**src/rtl/lsu_pkg.sv**
```systemverilog
// Shared definitions for the load/store unit: RV32I funct3 codes, FSM
// state encoding, exception cause codes and the store-side lane helpers.
package lsu_pkg;

  // Load funct3 encodings
  localparam logic [2:0] LB  = 3'd0;
  localparam logic [2:0] LH  = 3'd1;
  localparam logic [2:0] LW  = 3'd2;
  localparam logic [2:0] LBU = 3'd4;
  localparam logic [2:0] LHU = 3'd5;
  // Store funct3 encodings
  localparam logic [2:0] SB  = 3'd0;
  localparam logic [2:0] SH  = 3'd1;
  localparam logic [2:0] SW  = 3'd2;

  typedef enum logic [1:0] {IDLE, REQ, RESP} state_e;

  localparam logic [1:0] CAUSE_LD_MISALIGN = 2'd0;
  localparam logic [1:0] CAUSE_ST_MISALIGN = 2'd1;
  localparam logic [1:0] CAUSE_ILLEGAL     = 2'd2;

  // Access size lives in funct3[1:0] for both loads and stores.
  function automatic logic [3:0] store_ben(input logic [2:0] f3, input logic [1:0] a);
    case (f3[1:0])
      2'd0:    return 4'b0001 << a;
      2'd1:    return a[1] ? 4'b1100 : 4'b0011;
      default: return 4'b1111;
    endcase
  endfunction

  // Replicate the store operand across all lanes; ben selects the live one.
  function automatic logic [31:0] store_lanes(input logic [2:0] f3, input logic [31:0] d);
    case (f3[1:0])
      2'd0:    return {4{d[7:0]}};
      2'd1:    return {2{d[15:0]}};
      default: return d;
    endcase
  endfunction

  function automatic logic is_misaligned(input logic [2:0] f3, input logic [1:0] a);
    case (f3[1:0])
      2'd1:    return a[0];
      2'd2:    return a != 2'b00;
      default: return 1'b0;
    endcase
  endfunction

  function automatic logic is_illegal(input logic store, input logic [2:0] f3);
    if (store) return f3 >= 3'd3;
    return (f3 == 3'd3) || (f3 == 3'd6) || (f3 == 3'd7);
  endfunction

endpackage

```
**src/rtl/lsu_load_align.sv**
```systemverilog
// Load data alignment: selects the byte/half lane addressed by addr_lo out
// of the 32-bit memory word and sign- or zero-extends it per funct3.
//   rdata   in  32  raw memory word
//   addr_lo in  2   byte offset within the word
//   funct3  in  3   load type (LB/LH/LW/LBU/LHU)
//   data    out 32  extended load result
module lsu_load_align
  import lsu_pkg::*;
(
  input  logic [31:0] rdata,
  input  logic [1:0]  addr_lo,
  input  logic [2:0]  funct3,
  output logic [31:0] data
);

  logic signed [7:0]  byte_lane;
  logic signed [15:0] half_lane;

  always_comb begin
    byte_lane = rdata[{addr_lo, 3'b000} +: 8];
    half_lane = addr_lo[1] ? rdata[31:16] : rdata[15:0];
    case (funct3)
      LB:      data = 32'(byte_lane);
      LH:      data = 32'(half_lane);
      LBU:     data = {24'd0, byte_lane};
      LHU:     data = {16'd0, half_lane};
      default: data = rdata;
    endcase
  end

endmodule

```
**src/rtl/load_store_unit.sv**
```systemverilog
// RV32I load/store unit between execute and the data-memory port.
//   i_clk, i_rst_n            clock, async active-low reset
//   i_valid/o_ready           request handshake from execute
//   i_store,i_funct3,i_addr,i_wdata,i_rd   request fields
//   o_dm_ren/wen/ben/addr/wdata, i_dm_rdata, i_mem_ready   memory port
//   o_wb_valid/rd/data        one-cycle load result to writeback
//   o_exc/o_exc_cause/o_exc_addr   one-cycle exception report
module load_store_unit
  import lsu_pkg::*;
#(
  parameter int ADDR_W = 14
) (
  input  logic              i_clk,
  input  logic              i_rst_n,
  input  logic              i_valid,
  output logic              o_ready,
  input  logic              i_store,
  input  logic [2:0]        i_funct3,
  input  logic [31:0]       i_addr,
  input  logic [31:0]       i_wdata,
  input  logic [4:0]        i_rd,
  output logic              o_dm_ren,
  output logic              o_dm_wen,
  output logic [3:0]        o_dm_ben,
  output logic [ADDR_W-1:0] o_dm_addr,
  output logic [31:0]       o_dm_wdata,
  input  logic [31:0]       i_dm_rdata,
  input  logic              i_mem_ready,
  output logic              o_wb_valid,
  output logic [4:0]        o_wb_rd,
  output logic [31:0]       o_wb_data,
  output logic              o_exc,
  output logic [1:0]        o_exc_cause,
  output logic [31:0]       o_exc_addr
);

  state_e             state;
  logic               req_store_p1;
  logic [2:0]         req_f3_p1;
  logic [ADDR_W+1:0]  req_addr_p1;
  logic [31:0]        req_wdata_p1;
  logic [4:0]         req_rd_p1;
  logic [31:0]        load_data;
  logic               in_req;
  logic               accept;

  assign accept  = i_valid && (state == IDLE);
  assign in_req  = (state == REQ);
  assign o_ready = (state == IDLE);

  // Request capture: data only, qualified by the FSM state.
  always_ff @(posedge i_clk) begin
    if (accept) begin
      req_store_p1 <= i_store;
      req_f3_p1    <= i_funct3;
      req_addr_p1  <= i_addr[ADDR_W+1:0];
      req_wdata_p1 <= i_wdata;
      req_rd_p1    <= i_rd;
    end
  end

  // Memory port: strobes follow i_mem_ready combinationally so no strobe
  // can assert while memory is stalled; the rest is zero outside REQ.
  assign o_dm_wen   = in_req && req_store_p1 && i_mem_ready;
  assign o_dm_ren   = in_req && !req_store_p1 && i_mem_ready;
  assign o_dm_addr  = in_req ? req_addr_p1[ADDR_W+1:2] : '0;
  assign o_dm_ben   = in_req ? store_ben(req_f3_p1, req_addr_p1[1:0]) : 4'd0;
  assign o_dm_wdata = (in_req && req_store_p1) ? store_lanes(req_f3_p1, req_wdata_p1) : 32'd0;

  lsu_load_align u_align (
    .rdata   (i_dm_rdata),
    .addr_lo (req_addr_p1[1:0]),
    .funct3  (req_f3_p1),
    .data    (load_data)
  );

  // Control FSM with registered writeback/exception outputs.
  always_ff @(posedge i_clk or negedge i_rst_n) begin
    if (!i_rst_n) begin
      state       <= IDLE;
      o_wb_valid  <= 1'b0;
      o_wb_rd     <= 5'd0;
      o_wb_data   <= 32'd0;
      o_exc       <= 1'b0;
      o_exc_cause <= 2'd0;
      o_exc_addr  <= 32'd0;
    end else begin
      o_wb_valid <= 1'b0;
      o_exc      <= 1'b0;
      case (state)
        IDLE: begin
          if (i_valid) begin
            if (is_illegal(i_store, i_funct3)) begin
              o_exc       <= 1'b1;
              o_exc_cause <= CAUSE_ILLEGAL;
              o_exc_addr  <= i_addr;
            end else if (is_misaligned(i_funct3, i_addr[1:0])) begin
              o_exc       <= 1'b1;
              o_exc_cause <= i_store ? CAUSE_ST_MISALIGN : CAUSE_LD_MISALIGN;
              o_exc_addr  <= i_addr;
            end else begin
              state <= REQ;
            end
          end
        end
        REQ: begin
          if (i_mem_ready) state <= req_store_p1 ? IDLE : RESP;
        end
        RESP: begin
          // i_dm_rdata is valid now, one cycle after the read strobe.
          o_wb_valid <= 1'b1;
          o_wb_rd    <= req_rd_p1;
          o_wb_data  <= load_data;
          state      <= IDLE;
        end
        default: state <= IDLE;
      endcase
    end
  end

endmodule

```
**config.mk**
```make
export PLATFORM = sky130hd
export DESIGN_NAME = load_store_unit
export DESIGN_NICKNAME = d
export VERILOG_FILES = /design/src/rtl/lsu_pkg.sv /design/src/rtl/lsu_load_align.sv /design/src/rtl/load_store_unit.sv
export SDC_FILE = /design/constraint.sdc
export NUM_CORES = 1
export LEC_CHECK = 0
export CORE_MARGIN = 8
export CORE_UTILIZATION = 38
export CTS_CLUSTER_DIAMETER = 150
export DETAILED_ROUTE_END_ITERATION = 6
export PLACE_DENSITY = 0.71
export SETUP_SLACK_MARGIN = 0.1
export SLEW_MARGIN = 0
export SYNTH_ARGS = -nofsm -noshare
export SYNTH_HDL_FRONTEND = slang
export SYNTH_HIERARCHICAL = 1
export SYNTH_SLANG_ARGS = --single-unit
```
**constraint.sdc**
```tcl
create_clock -name i_clk -period 4.2 [get_ports i_clk]
set_input_delay 0.84 -clock i_clk [delete_from_list [all_inputs] [get_ports i_clk]]
set_output_delay 0.84 -clock i_clk [all_outputs]
set_load 0.005 [all_outputs]
```
==> impl.org <==
** Outcome
- Run status :: finished clean

** Floorplan
- In this run the vertical extent of the chip is 143.5 um.
- X dimension of the die :: 143.5 um
- Row generation in the floorplan step produced 46 rows.
- Pin placement for this block handled 235 I/O pins.
- Area of the core region :: 0.01589 sq mm
- Starting Density :: 38.87%
- The die covers 0.02058 sq mm.

** Detailed routing
- Routed WL :: 19.56 mm
- Routed wire per std cell :: 21.01 um
- DRC violations left :: 0
- For this block, the via count after detailed routing is 4741.
- First-pass iteration count of the detailed router :: 6
- Antenna violation net count after detailed routing :: 0
- In the routed layout, each cell is associated on average with a via count of 5.092.
- The detailed router finished its first iteration with 281 violations.

** Layout
- Of the cells placed in the final design, the portion with a size suffix greater than 1 is 16.08%.
- Area growth from synthesis to final layout :: 49.16%
- 0 antenna diodes ended up in the layout.
- Area of all placed cells without fillers :: 0.009210 sq mm
- After filler insertion, the fill cell instance count of the layout stands at 1287.
- For this run, the post-layout net count is 814.

** Worst setup path
- STA puts the critical path data arrival time at 2.64 ns.
- Classification of the worst setup path :: register to output pin
- The worst setup path is launched from a register.
- Buffers and inverters on the worst path :: 2
- Crit Path Max Fanout :: 24
- Data on the critical path is required at its endpoint by 3.36 ns.
- Delay of the slowest cell on the worst path :: 0.55 ns
- For this design, the slowest cell found on the critical path is clkdlybuf4s50_1.
- Among cell families on the critical path, the largest total delay comes from buffers and inverters.
- Walking the worst path, the cells encountered are and2b_1, buf_4, nand2_1, a21oi_1, clkdlybuf4s50_1.
- Sort of element at the end of the critical path :: output pin

** STA
- Across all setup checks in the final design, the least slack found is 0.7165 ns.
- Highest clock rate :: 287.1 MHz
- Slew @ Worst Pin :: 1.081 ns
- Final-report hold violation count :: 0
- For the final database, setup skew stands at 0.004639 ns.
- The smallest clock period supported by the final layout is computed as 3.484 ns.
- Final setup vio count :: 0
- Of the available clock period, the critical path in the final layout requires 82.94%.
- Tightest slew margin relative to the limit :: 27.81%
- The final number of max-transition violations is 0.
- Setup TNS after final layout :: 0 ns
- Setup repair after global routing left no endpoint under its margin.

** Global routing
- Total track usage :: 19.12%
- Antenna violations before repair :: 0
- Summed over all layers, the global routing overflow is 0.
- Pin count of the biggest net entering global routing :: 76
- Number of global-route vias before repair :: 5146
- The first global-routing pass estimated 29.55 mm of wire.

** Synth
- After synthesis the netlist holds a flip-flop and latch count of 132.
- The cell area that synthesis handed to floorplanning was 0.006175 sq mm.
- Net count after synthesis :: 586
- Dominant register cell in the synthesized netlist :: dfrtp_1
- Share of the synthesized area in compound gates (AO/OA/AOI/OAI) :: 6.768%
- Fraction of synthesized cell area in xor and xnor cells :: 0%
- In this run the mean area of a mapped cell was 13.03 sq um.
- Summing the areas of all fa, ha and maj instances in the mapped netlist gives 0.6079% of the synthesized area.
- Number of synthesized flops with an enable pin :: 57
- The share of the Yosys chip area taken by registers is 58.12%.
- Counting distinct cell types in the post-synthesis netlist gives 40.
- Async set-reset flop share out of synthesis :: 56.82%
- After Yosys synthesis, and, or, nand and nor cells account for 10.86% of the synthesized area.
- The Yosys step of the flow raised 6 warnings.
- After synthesis, the largest family of logic cells by area is multiplexers.
- In the synthesized netlist, mux cells make up 19.72% of the area.
- Synthesis produced 474 cells.

** Place
- The congestion estimate from routability-driven global placement came to 0.8899.
- The wire-length estimate of the detail-placed layout is 14.46 mm.
- Summing all placed instances gives a cell area of 0.008642 sq mm.
- Worst setup slack before clock tree synthesis :: 0.9186 ns
- Port buffer count :: 234

** CTS
- Gates resized, CTS repair :: 0
- The number of clock buffers added by TritonCTS is 17.
- Register clock-pin slew on the reported worst setup and hold paths :: 0.06 ns
- Number of sinks driven by the clock tree :: 132
- TritonCTS clock tree :: done
- The clock passes through at most 2 buffers.
- Post-CTS setup repair buffer count :: 0
- The cell sitting at the root of the clock tree is a clkbuf_16.
- Hold-fix buffers at CTS :: 0
- H-tree level count :: 4
- Clock Latency Late Sink :: 0.41 ns

** Power and ir drop
- Leakage Power :: 3.805 nW
- Dividing total power by cell area gives a power density of 525.5 mW/mm^2.
- Worst VDD drop :: 0.2781 mV

** Min path
- Kind of path behind the tightest hold check :: register to register

** Run
- The tool flagged a number of max-cap violations equal to 0.
## synthesized netlist by cell type, types with 9 or more instances
cell type	n	area share (%)
mux2_2	43	7.8
nand3b_1	9	1.1
inv_1	9	0.55
mux2i_1	29	4.7
mux2_4	28	6.8
and2_1	16	1.6
a21oi_1	31	2.5
nand2_1	34	2.1
edfxtp_1	57	28
o21ai_0	12	0.97
nor2_1	29	1.8
dfrtp_1	75	30
and3_1	9	0.91
clkbuf_1	14	0.85
nand3_1	16	1.3
## worst paths after layout
path                            depth (start not counted)  slack, ns      startpoint        endpoint
min in group asynchronous                               1       0.58         i_rst_n    o_wb_data[6]
worst min-delay path                                    1       0.48    req_rd_p1[0]      o_wb_rd[0]
worst max register to register                          4       1.69  req_addr_p1[1]   o_wb_data[14]
worst max-delay path                                    5       0.72        state[0]  o_dm_wdata[15]
worst min register to register                          1       0.48    req_rd_p1[0]      o_wb_rd[0]
max in group asynchronous                               1       3.01         i_rst_n  o_exc_addr[23]
## cells in the final DEF (no fill, tap or decap), types with 8 or more instances in the layout
cell type / count
edfxtp_1: 57
o22a_1: 8
clkbuf_16: 17
nand3_1: 16
inv_1: 9
nor2_1: 29
dfrtp_1: 75
nand2_1: 34
mux2i_1: 29
clkdlybuf4s50_1: 233
and3_1: 9
a21oi_1: 31
mux2_2: 43
o21ai_0: 12
nand3b_1: 9
mux2_4: 28
and2_1: 15
## registers in the layout, indices dropped and copies added, names as in the netlist
signal        count
o_exc             1
o_exc_addr       32
o_exc_cause       2
o_wb_data        32
o_wb_rd           5
o_wb_valid        1
req_addr_p1      16
req_f3_p1         3
req_rd_p1         5
req_store_p1      1
req_wdata_p1     32
state             2
## power by group
part / switching (mW) / internal, mW / total (mW)
combinational: 0.516 / 0.986 / 1.50
sequential: 0.218 / 1.70 / 1.92
clock: 0.548 / 0.867 / 1.42
## metal layers
metal  global-route usage [%]  vias up  share of wire, %
met5                        0        -                 0
met1                    22.32     2321                40
met3                    9.555       21                13
met2                    30.24      245                46
li1                         -     2154                 -
met4                    5.866        0               1.2
## cell type report
class / instances / area (sq um) / area share (%)
timing repair buffer: 240 / 2397 / 26.03
sequential: 132 / 3588 / 38.96
tap: 216 / 270.3 / 2.934
clock inverter: 14 / 138.9 / 1.508
clock buffer: 18 / 429.2 / 4.660
multi-input combinational: 302 / 2352 / 25.54
inverter: 9 / 33.78 / 0.3668
## through the flow
stage	instances	util (%)	hold slack, ns	power [mW]
2_1_floorplan	474	-	0.4539	2.471
3_3_place_gp	899	54.40	0.4584	3.422
3_5_place_dp	899	54.40	0.4659	3.458
4_1_cts	931	57.98	0.4794	4.899
5_1_grt	931	57.98	0.4968	5.076
6_report	931	57.98	0.4767	4.840
## cell families (layout without fill, tap and decap cells)
family / after synthesis / after routing
compound gates: 66 / 66
fa+ha+maj: 3 / 3
buf+inv: 40 / 281
flops: 132 / 132
mux: 101 / 101
simple gates: 132 / 132
Note: power is estimated with default switching activity, not from simulation.
